<file path="src/rtl/dawg_domain_arbiter.sv">
// dawg_domain_arbiter: round-robin scheduler sharing one DAWG cacheline among security domains.
// Optional DAWG_ARB_STATS_EN adds saturating hit/miss/switch counters.
module dawg_domain_arbiter #(
   parameter int NUM_DOMAINS = 4,
   parameter int DOM_WIDTH   = 2,
   parameter int NUM_WAYS    = 8,
   parameter int ADDR_WIDTH  = 8,
   parameter int CNT_WIDTH   = 16
) (
   input  logic                              clk,
   input  logic                              reset,
   input  logic [NUM_DOMAINS-1:0]            req_valid,
   input  logic [NUM_DOMAINS*ADDR_WIDTH-1:0] req_addr,
   output logic [NUM_DOMAINS-1:0]            req_ready,
   output logic [NUM_DOMAINS-1:0]            rsp_valid,
   output logic                              rsp_hit,
   input  logic                              cfg_we,
   input  logic [DOM_WIDTH-1:0]              cfg_dom,
   input  logic [NUM_WAYS-1:0]               cfg_hitmap,
   output logic                              cfg_ready,
   output logic                              busy,
   output logic                              cl_reset,
   output logic                              cl_os_req,
   output logic [NUM_WAYS-1:0]               cl_hitmap,
   output logic                              cl_user_req,
   output logic [ADDR_WIDTH-1:0]             cl_addr,
   input  logic                              cl_hit
`ifdef DAWG_ARB_STATS_EN
   ,
   output logic [NUM_DOMAINS*CNT_WIDTH-1:0]  stat_hits,
   output logic [NUM_DOMAINS*CNT_WIDTH-1:0]  stat_misses,
   output logic [CNT_WIDTH-1:0]              stat_switches
`endif
);
   typedef enum logic [2:0] {INIT, IDLE, SWITCH, ACCESS, RESP} state_t;
   state_t state, state_nx;
   logic [NUM_WAYS-1:0] hitmap [NUM_DOMAINS];
   logic [DOM_WIDTH-1:0] rr_ptr, dom, loaded_dom, win;
   logic [ADDR_WIDTH-1:0] addr;
   logic loaded_valid, found, accept;
   // first requesting domain at or after rr_ptr, wrapping
   always_comb begin
      found = 1'b0;
      win = '0;
      for (int i = 0; i < NUM_DOMAINS; i++)
         if (!found && req_valid[(int'(rr_ptr) + i) % NUM_DOMAINS]) begin
            found = 1'b1;
            win = DOM_WIDTH'((int'(rr_ptr) + i) % NUM_DOMAINS);
         end
   end
   assign accept = state == IDLE && !cfg_we && found;
   always_comb begin
      state_nx = state;
      state_nx = state == INIT   ? IDLE :
                 state == IDLE   ? (accept ? ((loaded_valid && loaded_dom == win) ? ACCESS : SWITCH) : IDLE) :
                 state == SWITCH ? ACCESS :
                 state == ACCESS ? RESP : IDLE;
   end
   always_ff @(posedge clk or negedge reset)
      if (!reset) begin
         state <= INIT;
         for (int i = 0; i < NUM_DOMAINS; i++) hitmap[i] <= '0;
         loaded_valid <= 1'b0;
         loaded_dom <= '0;
         rr_ptr <= '0;
         dom <= '0;
         addr <= '0;
      end else begin
         state <= state_nx;
         if (state == IDLE && cfg_we) begin
            hitmap[cfg_dom] <= cfg_hitmap;
            if (cfg_dom == loaded_dom) loaded_valid <= 1'b0;
         end
         if (accept) begin
            dom <= win;
            addr <= req_addr[win*ADDR_WIDTH +: ADDR_WIDTH];
            rr_ptr <= DOM_WIDTH'((int'(win) + 1) % NUM_DOMAINS);
         end
         if (state == SWITCH) begin
            loaded_dom <= dom;
            loaded_valid <= 1'b1;
         end
      end
   assign req_ready   = accept ? NUM_DOMAINS'(1) << win : '0;
   assign cfg_ready   = state == IDLE;
   assign busy        = state != IDLE;
   assign cl_reset    = state == INIT;
   assign cl_os_req   = state == SWITCH;
   assign cl_hitmap   = state == SWITCH ? hitmap[dom] : '0;
   assign cl_user_req = state == ACCESS;
   assign cl_addr     = state == ACCESS ? addr : '0;
   assign rsp_valid   = state == RESP ? NUM_DOMAINS'(1) << dom : '0;
   assign rsp_hit     = state == RESP ? cl_hit : 1'b0;
`ifdef DAWG_ARB_STATS_EN
   logic [CNT_WIDTH-1:0] hit_cnt [NUM_DOMAINS];
   logic [CNT_WIDTH-1:0] miss_cnt [NUM_DOMAINS];
   logic [CNT_WIDTH-1:0] sw_cnt;
   always_ff @(posedge clk or negedge reset)
      if (!reset) begin
         for (int i = 0; i < NUM_DOMAINS; i++) begin
            hit_cnt[i] <= '0;
            miss_cnt[i] <= '0;
         end
         sw_cnt <= '0;
      end else begin
         if (state == SWITCH && sw_cnt != '1) sw_cnt <= sw_cnt + 1'b1;
         if (state == RESP && cl_hit && hit_cnt[dom] != '1) hit_cnt[dom] <= hit_cnt[dom] + 1'b1;
         if (state == RESP && !cl_hit && miss_cnt[dom] != '1) miss_cnt[dom] <= miss_cnt[dom] + 1'b1;
      end
   for (genvar g = 0; g < NUM_DOMAINS; g++) begin : g_stat
      assign stat_hits[g*CNT_WIDTH +: CNT_WIDTH]   = hit_cnt[g];
      assign stat_misses[g*CNT_WIDTH +: CNT_WIDTH] = miss_cnt[g];
   end
   assign stat_switches = sw_cnt;
`endif
endmodule
</file>
<file path="config.mk">
export PLATFORM = sky130hd
export DESIGN_NAME = dawg_domain_arbiter
export DESIGN_NICKNAME = d
export VERILOG_FILES = /design/src/rtl/dawg_domain_arbiter.sv
export SDC_FILE = /design/constraint.sdc
export NUM_CORES = 1
export LEC_CHECK = 0
export ABC_AREA = 1
export BUFFER_PORTS_ARGS = -buffer_cell sky130_fd_sc_hd__buf_2
export CAP_MARGIN = 30
export CORE_MARGIN = 2
export CORE_UTILIZATION = 45
export CTS_BUF_LIST = sky130_fd_sc_hd__clkbuf_4
export CTS_CLUSTER_DIAMETER = 150
export DETAILED_ROUTE_END_ITERATION = 8
export PLACE_DENSITY = 0.79
export SYNTH_ARGS = -nofsm -noshare
export SYNTH_HDL_FRONTEND = slang
export SYNTH_SLANG_ARGS = --single-unit
</file>
<file path="constraint.sdc">
create_clock -name clk -period 2.6 [get_ports clk]
set_input_delay 0.39 -clock clk [delete_from_list [all_inputs] [get_ports clk]]
set_output_delay 0.39 -clock clk [all_outputs]
set_load 0.02 [all_outputs]
</file>
Word-level counts from Yosys, hierarchy flattened
Cells that the tools add are included.
{"block": "word_totals", "input_bits": 50, "reg_bits": 50}
{"block": "op_classes", "reduce_logical": 19, "n_mux": 39, "bitwise_logic": 5, "shifts": 3, "magnitude_cmp": 7, "n_eq_ne": 7, "n_addsub": 4}
{"operator": "8-bit two-way mux", "n": 5}
{"operator": "32-bit bitwise mux", "n": 1}
{"operator": "32-bit by 6-bit variable part select with 8-bit output", "n": 1}
{"operator": "8-bit binary-select mux with 2-bit select", "n": 1}
{"operator": "8-bit demux with 2-bit select", "n": 1}
{"operator": "1-bit two-way mux", "n": 16}
{"operator": "3-bit by 4-bit < comparator with 1-bit output (second input constant)", "n": 3}
{"operator": "3-bit two-way mux", "n": 4}
{"operator": "2-bit two-way mux", "n": 5}
{"operator": "1-bit binary-select mux with 2-bit select", "n": 4}
{"operator": "1-bit logical AND", "n": 8}
{"operator": "4-bit two-way mux", "n": 2}
{"operator": "1-bit by 2-bit << shifter with 4-bit output (first input constant)", "n": 2}
{"operator": "3-bit by 2-bit equality test with 1-bit output (second input constant)", "n": 2}
{"operator": "3-bit greater-or-equal comparator (second input constant)", "n": 2}
{"operator": "2-bit inverter with 3-bit output", "n": 2}
{"operator": "2-bit OR reduction", "n": 3}
{"operator": "2-bit by 1-bit adder with 2-bit output (second input constant)", "n": 2}
{"operator": "2-bit adder (second input constant)", "n": 2}
{"operator": "2-bit equality test", "n": 2}
{"operator": "1-bit logical NOT", "n": 4}
{"operator": "2-bit nonzero test", "n": 2}
{"operator": "1-bit AND (first input constant)", "n": 3}
{"operator": "3-bit by 1-bit equality test with 1-bit output (second input constant)", "n": 1}
{"operator": "other kinds (6)", "n": 6}

Longest topological paths before layout
Gate-level depths: netlist of run 1.
{"block": "logic_depth", "word_depth": 20, "depth_mapped": 17, "depth_no_buf": 16}

Least setup slack after synthesis of run 1
No wires, ideal clock.
{"block": "synth_timing", "path_kind": "reg2out", "start": "register state[2]", "end": "output port cl_hitmap[0]", "required_time_ns": 2.210, "arrival_time_ns": 2.070, "stages_incl_launch_ff": 4, "path_buffers": 0, "setup_slack_ns": 0.140, "path_cell_list": "dfrtp_1 > nor3_1 > clkinv_1 > a31oi_1"}
{"block": "synth_via", "elab_chain_cells": 2}
{"item": "from (decl)", "line": "36", "text": "state_t state, state_nx;"}
{"item": "from (signal assigned)", "line": "69", "text": "state <= state_nx;"}
{"item": "3-bit by 2-bit equality test with 1-bit output"}
{"item": "named net cl_os_req", "line": "23", "text": "output logic cl_os_req,"}
{"item": "8-bit two-way mux", "line": "89", "text": "assign cl_hitmap = state == SWITCH ? hitmap[dom] : '0;"}
{"item": "to (decl)", "line": "24", "text": "output logic [NUM_WAYS-1:0] cl_hitmap,"}
The timed path passes the listed nets, and every way through them passes these cells.

Worst setup path after layout of run 1
{"block": "layout_timing", "start": "register rr_ptr[0]", "end": "output port req_ready[2]"}
{"block": "layout_via", "elab_chain_cells": 14}
{"item": "from (decl)", "line": "38", "text": "logic [DOM_WIDTH-1:0] rr_ptr, dom, loaded_dom, win;"}
{"item": "from (signal assigned)", "line": "77", "text": "rr_ptr <= DOM_WIDTH'((int'(win) + 1) % NUM_DOMAINS);"}
{"item": "2-bit by 1-bit adder with 2-bit output or 1-bit binary-select mux with 2-bit select (tied branches)", "line": "46, 48"}
{"item": "1-bit binary-select mux with 2-bit select or 1-bit two-way mux (tied branches)", "line": "46", "text": "if (!found && req_valid[(int'(rr_ptr) + i) % NUM_DOMAINS]) begin"}
{"item": "1-bit two-way mux (not written as such)", "line": "46"}
{"item": "1-bit two-way mux (not written as such) or 1-bit logical NOT (tied branches)", "line": "46"}
{"item": "1-bit logical AND", "line": "46"}
{"item": "1-bit two-way mux", "line": "46"}
{"item": "1-bit logical NOT", "line": "46"}
{"item": "1-bit logical AND", "line": "46"}
{"item": "1-bit two-way mux", "line": "46"}
{"item": "1-bit logical NOT", "line": "46"}
{"item": "1-bit logical AND", "line": "46"}
{"item": "2-bit two-way mux (*)", "line": "46"}
{"item": "named net win[1]", "line": "38"}
{"item": "1-bit by 2-bit << shifter with 4-bit output (*)", "line": "84", "text": "assign req_ready = accept ? NUM_DOMAINS'(1) << win : '0;"}
{"item": "4-bit two-way mux (*)", "line": "84"}
{"item": "to (decl)", "line": "14", "text": "output logic [NUM_DOMAINS-1:0] req_ready,"}
Mark *: on every way through the listed nets, which the timed path passes. The rest lies on a longest branch. The select of a mux whose other input is x is not followed.

==> metrics.txt, run 1 <==
Yosys top cell area share=0.430; Root Buffer=clkbuf_4; post-synthesis xor/xnor area fraction=0.00602; Tmin final=2680 ps; final max-slew violation count=0; All-Layer GR Usage=0.210; largest family of logic cells by synthesized area=simple AND/OR/NAND/NOR gates; Worst R2R End=addr[0]; TritonCTS clock tree=built; Max-Slew Margin vs Limit=0.570; Row Count=29; mux cell area share after synthesis=0; Final Setup Violations=4; Hold Crit Class=input port to async pin; Pwr per Cell Area=1370 nW/um^2; CP Launch Type=flip-flop; Worst EP arrival=2290 ps; MaxCap Viol Count=0; CTS sink count=50; fmax=0.373 GHz; vias in the first global route=between 2k and 3k; Setup CP Type=flip-flop to output port; Compound-Gate Fraction of Synth Area=0.132; total CTS buffers=5; Seq cells post-synth=50; Setup WS post-layout=-83.4 ps; endpoints failing hold=0; Gate Count Post-Synth=396; critical path peak fanout=7; Max Root-Sink Buffers=2; Synth Warn #=0; largest net degree at the start of global routing=51; Synth Cell Area=between 2000 and 3000 um^2; RD Place Congestion=about 0.90; crit share post-route=1.03; Nets=546; failing checks=setup timing; DRT antenna net count=0; I/O pin count=80; drt pass-1 iters=4; die height=84.4 um; Worst Path Required=2210 ps; die area=7120 um^2; Area growth syn-to-layout=27.7%; Leak=1.99 nW; RSZ-0062 raised after global routing=yes; antenna violations before repair=0; DRC viols=0; Post-Place Worst Slack=223 ps; Critical Path Sink Type=output port; Hold-fix buffers, CTS=0; clock skew after layout=7.52 ps; FF-to-FF Start=rr_ptr[0]; Synth area leaders=dfrtp_1 (43%), nand2_1 (18%), o21ai_0 (5.8%); core area=6310 um^2; Distinct cells, synth=32; Via density=5.26; grt ovf=0; Die W=84.4 um; ANT cells=0; layout cells sized above 1=0.323; Initial Util=0.461; largest area contributor in the netlist=dfrtp_1; Synth Area in Adders=0.0172; Via Count=2,991; initial drt markers=~150; PortBufs=79; worst-case vdd ir drop=0.000956 V; first-pass GRT wire length=12,500 um; Avg Inst Size Synth=7.35 um^2; measured slew at the worst slew-check pin=645 ps; Worst-Skew Late Latency=360 ps; Routed WL=around 8000 um; Synth Area in Simple Gates=0.320; htree depth=2; Synth Net Count=450; run status=complete, but fails checks; Reg clk slew, reported paths=roughly 130 ps; Register-to-Register Setup Slack=310 ps; post-DR wirelength/cell=14.1 um; dpl hpwl=5340 um; R2R depth=14; post-synthesis sequential area ratio=0.430; Fin Setup TNS=-219 ps
-- critical path, cell delays in order (launching register included) --
cell and delay [ps]:
dfrtp_2 480, buf_6 140, nand2_1 70, nand2_2 90, nand2_2 70, nand2_2 70, nor2_4 160, nand3b_1 130
nand3_2 120, nand2_4 120, inv_6 110, ha_4 130, inv_2 30, nor2_2 90, buf_6 130
-- layout by cell type, fill, tap and decap left out, drive strengths merged --
cell      instances
a21oi             3
a22oi             8
a31oi             8
buf             103
clkbuf            6
clkinv            1
clkinvlp          1
dfrtp            50
ha                4
inv              48
nand2           145
nand3            36
nand3b            1
nand4             2
nor2             21
nor3              9
o211ai            6
o21ai            36
o21bai            1
or2               1
xnor2             2
-- repair_timing --
item | 4_1_cts | 5_1_grt
buffers inserted | 5 | 10
pin swaps | 1 | 19
gates resized for setup | 11 | 38
setup endpoints to repair | 4 | 9
-- cells in the mapped netlist, drive strengths merged --
cell	count
nand2	145
dfrtp	50
inv	48
nand3	36
o21ai	36
nor2	21
nor3	9
a22oi	8
a31oi	8
buf	7
clkbuf	7
o211ai	6
ha	4
a21oi	3
nand4	2
xnor2	2
clkinv	1
nand3b	1
o21bai	1
or2	1
-- metal layers --
metal  GRT usage  vias to the layer above  wire (um)
li1            -                     1460          -
met1       0.271                     1400       3360
met2       0.370                      120       4060
met3      0.0305                       11        513
met4      0.0606                        0         79
met5           0                        -          0
-- worst max path at each step --
stage	cells after the start	startpoint	to
6_report	14	rr_ptr[0]	req_ready[2]
5_1_grt	14	rr_ptr[0]	req_ready[2]
4_1_cts	12	rr_ptr[0]	req_ready[1]
3_5_place_dp	12	rr_ptr[0]	req_ready[1]
3_3_place_gp	14	rr_ptr[0]	req_ready[2]
2_1_floorplan	3	state[2]	cl_hitmap[0]
-- metrics by stage --
stage          total power, mW   util  hold slack (ps)  instance area (um^2)  cells
2_1_floorplan             3.37      -             94.4                  2910    396
3_3_place_gp              3.85  0.535              463                  3380    547
3_5_place_dp              3.93  0.535              474                  3380    547
4_1_cts                   4.47  0.554              136                  3500    559
5_1_grt                   5.55  0.589              149                  3720    569
6_report                  5.09  0.589              110                  3720    569
-- cell families after synthesis --
kind of cell               Yosys count
adders and majority gates            4
xor gates and xnor gates             2
buffers and inverters               63
AOI/OAI and AO/OA                   62
and+or+nand+nor                    215
DFF                                 50
-- area by class of cell --
type | count | area (um^2)
Clock inverter | 1 | 7.51
Fill cell | 554 | 2600
Clock buffer | 6 | 45.0
Tap cell | 77 | 96.3
Inverter | 49 | 196
Sequential cell | 50 | 1250
Timing Repair Buffer | 103 | 608
Multi-Input combinational cell | 283 | 1510
-- power by group --
| part | internal [mW] | leakage, nW | switching (mW) |
|---|---|---|---|
| clock | 0.112 | 0.0278 | 0.233 |
| combinational | 1.32 | 1.35 | 2.04 |
| sequential | 1.14 | 0.617 | 0.239 |
-- sequential cells by signal (all words and copies together) (netlist names) --
register / flops
hitmap: 32
addr: 8
state: 3
dom: 2
loaded_dom: 2
rr_ptr: 2
loaded_valid: 1
Power figures use the tool's default switching activity.
==> run 2: changes to the inputs <==
CTS_CLUSTER_DIAMETER = default   (was 150)
PLACE_DENSITY = 0.82   (was 0.79)
SETUP_SLACK_MARGIN = 0.4   (was default)
clock period = 2.4 ns   (was 2.6 ns; I/O delays follow)
==> run 2 against run 1 <==
  * The run still ends with setup timing left
  * Register-to-register slack worse by 240 ps
  * Utilization up 9.5 points
  * Clock skew up 4.6 ps
  * Non-clock buffer count up 24
  * Power up 27%
  * Routed wire length up 15%
  * Worst setup slack worse by 140 ps
  * Worst hold slack better by 160 ps
  * Global-route usage up 2.5 points
  * Critical path depth down 2
  * Die area unchanged
  * Critical path type unchanged
  * Largest cell class unchanged
==> metrics.txt, run 2 (same netlist as run 1, synthesis figures left out) <==
Fin Setup TNS=-841 ps; Setup WS post-layout=-222 ps; Root Buffer=clkbuf_4; layout cells sized above 1=0.436; RSZ-0062 raised after global routing=yes; Hold Crit Class=input port to flip-flop; Nets=roughly 570; All-Layer GR Usage=0.236; first-pass GRT wire length=between 10,000 and 15,000 um; crit path from=rr_ptr[0]; die height=around 84 um; Reg clk slew, reported paths=140 ps; Via Count=between 3k and 4k; placed inst area=3460 um^2; Worst-Skew Late Latency=380 ps; Pwr per Cell Area=1490 nW/um^2; Max Root-Sink Buffers=2; crit share post-route=1.09; final max-slew violation count=0; multi-input logic area=1800 um^2; crit path to=req_ready[1]; CP Launch Type=flip-flop; total CTS buffers=5; dpl hpwl=roughly 5400 um; Reg area=1260 um^2; Critical Path Sink Type=output port; TritonCTS clock tree=built; most flop-heavy register=hitmap; R2R depth=14; Leak=approximately 2.1 nW; CTS sink count=50; post-DR wirelength/cell=about 16 um; Worst EP arrival=~2300 ps; core area=6310 um^2; hold path cells=5; DRC viols=0; Tmin final=between 2000 and 3000 ps; Max-Slew Margin vs Limit=0.798; worst-case vdd ir drop=0.00139 V; I/O pin count=80; largest net degree at the start of global routing=between 50 and 60; drt pass-1 iters=4; Register-to-Register Setup Slack=70 ps; Worst R2R End=addr[0]; vias in the first global route=2,944; fillcell total=470; Final Setup Violations=4; antenna violations before repair=0; Routed WL=9250 um; die area=7120 um^2; Via density=approximately 5.4; PortBufs=a little under 80; Initial Util=0.461; clock skew after layout=12.1 ps; initial drt markers=around 160; Area growth syn-to-layout=48.3%; grt ovf=0; Setup CP Type=flip-flop to output port; run status=complete, but fails checks; DRT antenna net count=0; measured slew at the worst slew-check pin=302 ps; endpoints failing hold=0; FF-to-FF Start=rr_ptr[0]; htree depth=2; Largest regs=hitmap: 32 flops, addr: 8 flops, state: 3 flops; MaxCap Viol Count=0; post-route cell area=4310 um^2; ANT cells=0; failing checks=setup timing; Row Count=29; max reg flops=32; Worst Path Required=2040 ps; Die W=84.4 um; RD Place Congestion=0.888; critical path peak fanout=5; most frequent cells in the layout=nand2_1 (122), buf_2 (66), dfrtp_1 (46), buf_4 (38), inv_1 (35); fmax=about 0.38 GHz; most common library cell in the layout ignoring fill and taps=nand2_1
run 2: per-stage QoR:
stage	setup WS [ps]	hold slack, ps	power [mW]	util	cells
CTS	-113	270	5.70	0.631	581
global placement	149	366	4.30	0.549	551
global route	-299	273	6.86	0.683	595
detailed placement	47.7	371	4.41	0.549	551
finish	-222	270	6.44	0.683	595
floorplan	366	64.4	3.74	-	396
run 2: routing by layer:
layer	track usage	vias to the layer above	part of all wire
li1	-	1509	-
met1	0.299	1508	0.40
met2	0.413	157	0.50
met3	0.0324	36	0.065
met4	0.0837	0	0.039
met5	0	-	0
run 2: what timing repair did:
| action | in CTS | in global routing |
|---|---|---|
| hold buffers | 1 | 0 |
| setup endpoints to repair | 39 | 68 |
| pin swaps | 23 | 18 |
| endpoints found under the hold margin | 50 | 0 |
| gates resized for setup | 80 | 54 |
| cloned | 1 | 0 |
| setup buffers | 20 | 14 |
run 2: layout make-up:
type / instances / area share
inverters: 49 / 0.0487
flip-flops and latches: 50 / 0.291
repair inverters: 1 / 0.00377
multi-input cells: 283 / 0.417
clock buffers: 5 / 0.00870
repair buffers: 127 / 0.204
well taps: 77 / 0.0223
clock inverters: 3 / 0.00377
run 2: critical path: stages, from the launching register on:
cell     delay [ps]
dfrtp_2         480
buf_6           150
nand2_4          50
nand2_4          60
nand2_2          70
nand2_2          70
nor2_4          190
nand4_1         200
nand2_4         180
ha_1            190
inv_2            50
nor2_4           80
buf_6           120
run 2: power breakdown:
| part | leakage (nW) | internal, mW | total, mW | switching, mW |
|---|---|---|---|---|
| combinational | 1.50 | 1.83 | 4.52 | 2.69 |
| clock | 0.0286 | 0.109 | 0.377 | 0.267 |
| sequential | 0.615 | 1.24 | 1.54 | 0.301 |
run 2: worst min path at each step:
stage | start | endpoint | slack (ps)
after floorplan | reset | addr[0] | 60
final | req_addr[15] | addr[7] | 270
after CTS | req_addr[16] | addr[0] | 270
after global placement | reset | rr_ptr[0] | 370
after global routing | req_addr[16] | addr[0] | 270
after detailed placement | reset | rr_ptr[0] | 370
